[src/rtl/ped_crossing_ctrl.sv]
// Pedestrian crossing controller: debounces the crosswalk button, requests a
// crossing from the vehicle stoplight and sequences the WALK / DON'T WALK lamps.
module ped_crossing_ctrl #(
  parameter int unsigned DB_CYCLES    = 4,
  parameter int unsigned WALK_CYCLES  = 8,
  parameter int unsigned CLEAR_CYCLES = 6,
  parameter int unsigned FLASH_DIV    = 2
) (
  input  logic       clock,
  input  logic       reset,
  input  logic       Button,
  input  logic       SigG,
  input  logic       SigY,
  input  logic       SigR,
  output logic       Ped,
  output logic       Walk,
  output logic       DontWalk,
  output logic [3:0] Count,
  output logic       Fault
);

  localparam int unsigned DB_W  = 8;
  localparam int unsigned TMR_W = 8;
  localparam int unsigned FL_W  = 16;

  typedef enum logic [1:0] {
    S_IDLE,
    S_WAIT_RED,
    S_WALK,
    S_CLEAR
  } state_t;

  logic              r_sync1;
  logic              r_sync2;
  logic              r_db;
  logic              r_db_d;
  logic [DB_W-1:0]   r_db_cnt;
  logic              r_req;
  state_t            r_state;
  logic [TMR_W-1:0]  r_timer;
  logic [FL_W-1:0]   r_flash_cnt;
  logic              r_walk;
  logic              r_dont_walk;
  logic [3:0]        r_count;
  logic              r_fault;

  logic              w_press;
  logic              w_red_ok;
  logic              w_one_hot;
  logic              w_req_nxt;
  state_t            w_state_nxt;
  logic [TMR_W-1:0]  w_timer_nxt;
  logic [FL_W-1:0]   w_flash_nxt;
  logic              w_walk_nxt;
  logic              w_dw_nxt;
  logic [3:0]        w_count_nxt;

  assign w_press   = r_db & ~r_db_d;
  assign w_red_ok  = SigR & ~SigG & ~SigY;
  assign w_one_hot = ({SigG, SigY, SigR} == 3'b100) ||
                     ({SigG, SigY, SigR} == 3'b010) ||
                     ({SigG, SigY, SigR} == 3'b001);
  // A press on the same edge as the WAIT_RED->WALK clear keeps the request.
  assign w_req_nxt = w_press | (r_req & ~((r_state == S_WAIT_RED) & w_red_ok));

  // Synchronizer, debouncer and press-edge detector
  always_ff @(posedge clock or posedge reset) begin
    if (reset) begin
      r_sync1  <= 1'b0;
      r_sync2  <= 1'b0;
      r_db     <= 1'b0;
      r_db_d   <= 1'b0;
      r_db_cnt <= '0;
    end else begin
      r_sync1 <= Button;
      r_sync2 <= r_sync1;
      r_db_d  <= r_db;
      if (r_sync2 != r_db) begin
        if (r_db_cnt == DB_W'(DB_CYCLES - 1)) begin
          r_db     <= r_sync2;
          r_db_cnt <= '0;
        end else begin
          r_db_cnt <= r_db_cnt + DB_W'(1);
        end
      end else begin
        r_db_cnt <= '0;
      end
    end
  end

  // State, timers and registered lamp outputs
  always_ff @(posedge clock or posedge reset) begin
    if (reset) begin
      r_req       <= 1'b0;
      r_state     <= S_IDLE;
      r_timer     <= '0;
      r_flash_cnt <= '0;
      r_walk      <= 1'b0;
      r_dont_walk <= 1'b1;
      r_count     <= '0;
      r_fault     <= 1'b0;
    end else begin
      r_req       <= w_req_nxt;
      r_state     <= w_state_nxt;
      r_timer     <= w_timer_nxt;
      r_flash_cnt <= w_flash_nxt;
      r_walk      <= w_walk_nxt;
      r_dont_walk <= w_dw_nxt;
      r_count     <= w_count_nxt;
      r_fault     <= ~w_one_hot;
    end
  end

  // Next state; lamp values are computed for the state being entered
  always_comb begin
    w_state_nxt = r_state;
    w_timer_nxt = r_timer;
    w_flash_nxt = r_flash_cnt;
    w_walk_nxt  = 1'b0;
    w_dw_nxt    = 1'b1;
    w_count_nxt = 4'd0;
    unique case (r_state)
      S_IDLE: begin
        if (w_req_nxt) w_state_nxt = S_WAIT_RED;
      end
      S_WAIT_RED: begin
        if (w_red_ok) begin
          w_state_nxt = S_WALK;
          w_timer_nxt = TMR_W'(WALK_CYCLES - 1);
          w_walk_nxt  = 1'b1;
          w_dw_nxt    = 1'b0;
        end
      end
      S_WALK: begin
        if (!w_red_ok) begin
          w_state_nxt = w_req_nxt ? S_WAIT_RED : S_IDLE;
        end else if (r_timer == '0) begin
          w_state_nxt = S_CLEAR;
          w_timer_nxt = TMR_W'(CLEAR_CYCLES - 1);
          w_flash_nxt = '0;
          w_count_nxt = 4'(CLEAR_CYCLES);
        end else begin
          w_timer_nxt = r_timer - TMR_W'(1);
          w_walk_nxt  = 1'b1;
          w_dw_nxt    = 1'b0;
        end
      end
      S_CLEAR: begin
        if (!w_red_ok || r_timer == '0) begin
          w_state_nxt = w_req_nxt ? S_WAIT_RED : S_IDLE;
        end else begin
          w_timer_nxt = r_timer - TMR_W'(1);
          w_count_nxt = 4'(r_timer);
          if (r_flash_cnt == FL_W'(FLASH_DIV - 1)) begin
            w_flash_nxt = '0;
            w_dw_nxt    = ~r_dont_walk;
          end else begin
            w_flash_nxt = r_flash_cnt + FL_W'(1);
            w_dw_nxt    = r_dont_walk;
          end
        end
      end
      default: w_state_nxt = S_IDLE;
    endcase
  end

  assign Ped      = r_req;
  assign Walk     = r_walk;
  assign DontWalk = r_dont_walk;
  assign Count    = r_count;
  assign Fault    = r_fault;

endmodule

[config.mk]
export PLATFORM = sky130hd
export DESIGN_NAME = ped_crossing_ctrl
export DESIGN_NICKNAME = d
export VERILOG_FILES = /design/src/rtl/ped_crossing_ctrl.sv
export SDC_FILE = /design/constraint.sdc
export NUM_CORES = 1
export LEC_CHECK = 0
export BUFFER_PORTS_ARGS = -buffer_cell sky130_fd_sc_hd__buf_2
export CELL_PAD_IN_SITES_DETAIL_PLACEMENT = 0
export CELL_PAD_IN_SITES_GLOBAL_PLACEMENT = 1
export CORE_MARGIN = 5
export CORE_UTILIZATION = 50
export CTS_BUF_LIST = sky130_fd_sc_hd__clkbuf_4 sky130_fd_sc_hd__clkbuf_8 sky130_fd_sc_hd__clkbuf_16
export DETAILED_ROUTE_END_ITERATION = 6
export PLACE_DENSITY = 0.93
export SLEW_MARGIN = 20
export SYNTH_ARGS = -nofsm -noshare
export SYNTH_HDL_FRONTEND = slang
export SYNTH_SLANG_ARGS = --single-unit
[constraint.sdc]
create_clock -name clock -period 6.2 [get_ports clock]
set_input_delay 0 -clock clock [delete_from_list [all_inputs] [get_ports clock]]
set_output_delay 0 -clock clock [all_outputs]
set_load 0.03 [all_outputs]
# --- After elaboration in Yosys (flattened, before gate mapping) ---
# Index checks and enable logic that the tools add are counted.
classes:
  add_sub_neg: 3
  eq_ne: 17
  n_mux: 33
  n_bitwise: 12
  reduce_logical: 12
ops:
  columns: ["op", "count"]
  rows:
  - ["16-bit two-way mux", 4]
  - ["8-bit two-way mux", 6]
  - ["16-bit case mux with 2 select lines", 1]
  - ["8-bit case mux with 3 select lines", 1]
  - ["16-bit by 1-bit adder with 16-bit output (second input constant)", 1]
  - ["16-bit by 1-bit == test with 1-bit output (second input constant)", 1]
  - ["2-bit != test (second input constant)", 6]
  - ["4-bit AND reduction", 3]
  - ["2-bit two-way mux", 5]
  - ["1-bit two-way mux", 9]
  - ["8-bit by 1-bit adder with 8-bit output (second input constant)", 1]
  - ["8-bit by 2-bit == test with 1-bit output (second input constant)", 1]
  - ["8-bit zero test", 1]
  - ["2-bit case mux with 4 select lines", 1]
  - ["4-bit case mux with 2 select lines", 1]
  - ["8-bit by 1-bit subtractor with 8-bit output (second input constant)", 1]
  - ["3-bit two-way mux", 2]
  - ["3-bit != test (second input constant)", 2]
  - ["1-bit NOT", 6]
  - ["1-bit AND", 5]
  - ["2-bit == test (second input constant)", 2]
  - ["4-bit two-way mux", 1]
  - ["3-bit by 1-bit == test with 1-bit output (second input constant)", 1]
  - ["3-bit by 2-bit == test with 1-bit output (second input constant)", 1]
  - ["other kinds (12)", 14]
word_totals:
  register_bits: 46
  in_bits: 6
  output_inout_bits: 8
  wordCells: 90

# --- Depth between registers and ports, before layout ---
logic_depth:
  ltp_word: 10
  ltp_mapped: 9
  depth_no_buf: 6

# --- Worst setup path after synthesis ---
# OpenSTA, ideal clock, no wires.
synth_timing:
  path_type: "register -> register"
  start: "register r_timer[0]"
  end: "register r_flash_cnt[10]"
  arrival_time_ns: 1.852
  required_time_ns: 6.074
  setup_slack_ns: 4.222
  path_stages_with_launch: 8
  path_buffers: 1
  period_less_slack_ns: 1.978
  cell_sequence: "dfrtp_1 inv_1 ha_1 or4b_4 o2111ai_2 nor2b_1 buf_4 a221o_1"
synth_via:
  elab_chain_len: 4
  elab_cells_between_ends: 5
  classes_between: "eq/ne (2); reduce/logical (3)"
synth_rtl:
  columns: ["element", "line_no", "rtl"]
  rows:
  - ["start: declaration", "40", "logic [TMR_W-1:0] r_timer;"]
  - ["start signal: assignment", "105", "r_timer <= w_timer_nxt;"]
  - ["8-bit zero test *", "137, 149", null]
  - ["1-bit logical OR", "149", "if (!w_red_ok || r_timer == '0) begin"]
  - ["2-bit != test (no line)", null, null]
  - ["4-bit AND reduction (no line) *", null, null]
  - ["end signal: assignment", "106", "r_flash_cnt <= w_flash_nxt;"]
  - ["end: declaration", "41", "logic [FL_W-1:0] r_flash_cnt;"]
# Mark *: on every way between the ends. The rest lies on a longest branch, timed or not.
# A chain may end at the register's enable or synchronous reset.

# --- Worst setup path in the final report ---
layout_timing:
  start: "register r_timer[1]"
  end: "register r_flash_cnt[10]"
# The elaborated chain is that of the path after synthesis.

==> results.yml <==
synthesis:
  yosys.area.top_type: "dfrtp_1"
  yosys.cell_types.count: 54
  synth_top_cell_area_share: 0.433
  yosys-top-cells-area: "dfrtp_1 (43%), ha_1 (4.8%), a221o_1 (3.5%)"
  async_reset_ff_frac: 1.00
  synth_top_family_by_area: "simple AND/OR/NAND/NOR gates"
  synth_edf_count: 0
  yosys_warnings: 0
  synthMuxAreaShare: 0.0246
  ys.flop_type: "dfrtp_1"
  synth_xor_area_frac: 0.0270
  avgSynthCellArea_um2: 10.1
  yosys_register_bits: 46
  synth_area_um2: 2600
  syn-num-nets: 273
  netlist_instances: 257
  synth-compound-area-share: 0.174
  synth.yosys.seq_area_share: 0.443
  synth-adder-area-share: 0.0481
  synth-simple-area-share: 0.243
power:
  cellPowerDensity_nw_per_um2: 356
  pwr-share-clk: 0.223
  switchingPower_w: 0.000390
  pwr-share-comb: 0.370
  internal_power_w: 0.000623
  seq_power_share: 0.408
  p_leak_nw: 1.33
  ir_worst_vdd_mv: 0.218
  switching_share: 0.385
timing:
  tightest_slew_ns: 0.890
  finalHoldViolations: 0
  rsz0062_at_grt: "false"
  setup-tns-final_ns: 0
  finalCriticalPeriod_ns: 2.42
  drv_slew: 0
  max-slew-margin-rel: 0.399
  clock_skew_ns: 0.00769
  fmax_mhz: 413
  post-route-period-util: 0.391
  finalSetupViolations: 0
final_layout:
  area_growth_pct: 9.44
  multi_input_area_um2: 1340
  antenna_cells: 0
  seqCellArea_um2: 1150
  fillers: 472
  layout.nets: 287
  fin_util: 0.560
  final_common_cell: "dfrtp_1"
  drive_gt1_frac: 0.129
  final_cell_mix: "dfrtp_1 (45), nor2_1 (24), nand3_1 (16)"
grt:
  grt_pass1_vias: 1962
  track_usage: 0.173
  grt_pass1_wl_mm: 9.10
  antenna_found_initial: 0
  grt_overflow: 0
  grt_max_degree: 47
hold_path:
  min_path_type: "in -> reg"
clock_network:
  clk_pin_slew_ns: 0.08
  cts_tree: "built"
  post_cts_buffers: 0
  cts_buffer_depth: 2
  cts_buffers: 5
  clock_latency_ns: 0.30
  htreeDepth: 2
  cts_resized: 0
  cts_root_buf: "clkbuf_8"
  cts_sinks: 46
drt:
  routed_wl_mm: 5.04
  ant_nets: 0
  routed_via_density: 5.94
  first_iter_violations: 80
  firstDrtPassIters: 4
  wl_per_cell_um: 14.7
  vias: 2033
  drc_errors: 0
floorplan:
  row_count: 26
  dieWidth_um: 82.1
  core_area_um2: 5070
  die_y_um: 82.1
  ioPinCount: 14
  die-area_um2: 6740
  start_util: 0.512
setup_path:
  startpoint_type: "flip-flop"
  arrival_ns: 2.60
  crit_required_ns: 6.38
  path_class: "reg -> reg"
  worst-path-max-fanout: 12
  regToRegSetupSlack_ns: 3.78
  worst_setup_path_end_kind: "flip-flop"
place:
  dpl.hpwl_mm: 3.51
  place.gp.congestion: 0.848
  io_buffers: 13
outcome:
  status: "finished, final reports clean"
job:
  maxCapViolCount: 0
==> sequential cells by signal, indices dropped and copies added, names as in the netlist, 2 cells and up <==
signal       cells
r_flash_cnt     16
r_db_cnt         8
r_timer          8
Count            4
r_state          2
==> what timing repair did <==
item	4_1_cts	5_1_grt
endpoints found under the hold margin	47	0
endpoints found under the setup margin	0	0
hold buffers	3	0
==> metal layers <==
metal | vias to the layer above | wire length (um) | global-route usage
met5 | - | 0 | 0
met4 | 0 | 81 | 0.0615
met3 | 8 | 179 | 0.0412
met2 | 46 | 2350 | 0.280
met1 | 981 | 2430 | 0.225
li1 | 998 | - | -
==> power by group through the flow <==
stage	Clock [W]	Combinational, W	Sequential (W)
floorplan	0	0.000278	0.000424
global placement	0	0.000366	0.000416
detailed placement	0	0.000369	0.000419
CTS	0.000234	0.000372	0.000413
global route	0.000246	0.000423	0.000422
finish	0.000225	0.000375	0.000413
==> critical path, stage by stage (launching register included) <==
cell,delay [ns]
dfrtp_1,0.43
inv_1,0.14
ha_1,0.18
or4b_4,0.48
o2111ai_2,0.41
nor2b_1,0.31
a221o_1,0.36
==> synthesized netlist by cell type (3+ instances only) <==
| cell type | count |
|---|---|
| a41oi_1 | 3 |
| dfrtp_1 | 45 |
| mux2i_1 | 3 |
| mux2_2 | 3 |
| o21bai_1 | 3 |
| a31oi_1 | 8 |
| nor3_1 | 7 |
| nand3_1 | 16 |
| and3_1 | 13 |
| nand2_1 | 11 |
| xor2_1 | 7 |
| a21oi_1 | 6 |
| inv_1 | 14 |
| nand4_1 | 5 |
| clkbuf_1 | 6 |
| nor2_1 | 24 |
| ha_1 | 10 |
| nor4_1 | 4 |
| a22o_1 | 4 |
| o21ai_0 | 6 |
| and4_1 | 5 |
| o22a_1 | 3 |
| a221o_1 | 9 |
| nor4b_1 | 3 |
==> logic make-up (layout without fill, tap and decap cells) <==
kind of cell / count (synthesis) / after routing
muxes: 6 / 6
buffers and inverters: 23 / 38
xor gates and xnor gates: 8 / 8
adders and majority gates: 10 / 10
AOI/OAI and AO/OA: 58 / 58
DFF: 46 / 46
and+or+nand+nor: 106 / 106
==> cell type report <==
type / instances / area share
multi-input combinational: 188 / 0.472
sequential: 46 / 0.405
timing repair buffer: 16 / 0.0334
tap: 70 / 0.0308
clock buffer: 6 / 0.0268
inverter: 14 / 0.0189
clock inverter: 2 / 0.0132
==> metrics by stage <==
| stage | worst slack (ns) | total power, W | std cells | cell area (um2) | hold WS (ns) |
|---|---|---|---|---|---|
| after floorplan | 4.22 | 0.000702 | 257 | 2600 | 0.0314 |
| after global placement | 3.85 | 0.000782 | 331 | 2700 | 0.109 |
| after detailed placement | 3.82 | 0.000787 | 331 | 2700 | 0.110 |
| after CTS | 3.76 | 0.00102 | 342 | 2840 | 0.0109 |
| after global routing | 3.62 | 0.00109 | 342 | 2840 | 0.0219 |
| final | 3.78 | 0.00101 | 342 | 2840 | 0.00891 |
==> path summary, 6_finish.rpt <==
path                                   startpoint                          end  depth (start not counted)
min                                          SigR              Fault$_DFF_PP0_                          3
min in group asynchronous                   reset        r_db_cnt[7]$_DFF_PP0_                          3
max                        r_timer[1]$_DFFE_PP0P_  r_flash_cnt[10]$_DFFE_PP0P_                          6
max reg2reg                r_timer[1]$_DFFE_PP0P_  r_flash_cnt[10]$_DFFE_PP0P_                          6
min reg2reg                     r_sync1$_DFF_PP0_            r_sync2$_DFF_PP0_                          0
max in group asynchronous                   reset       r_timer[0]$_DFFE_PP0P_                          3
(Power assumes the default switching activity.)
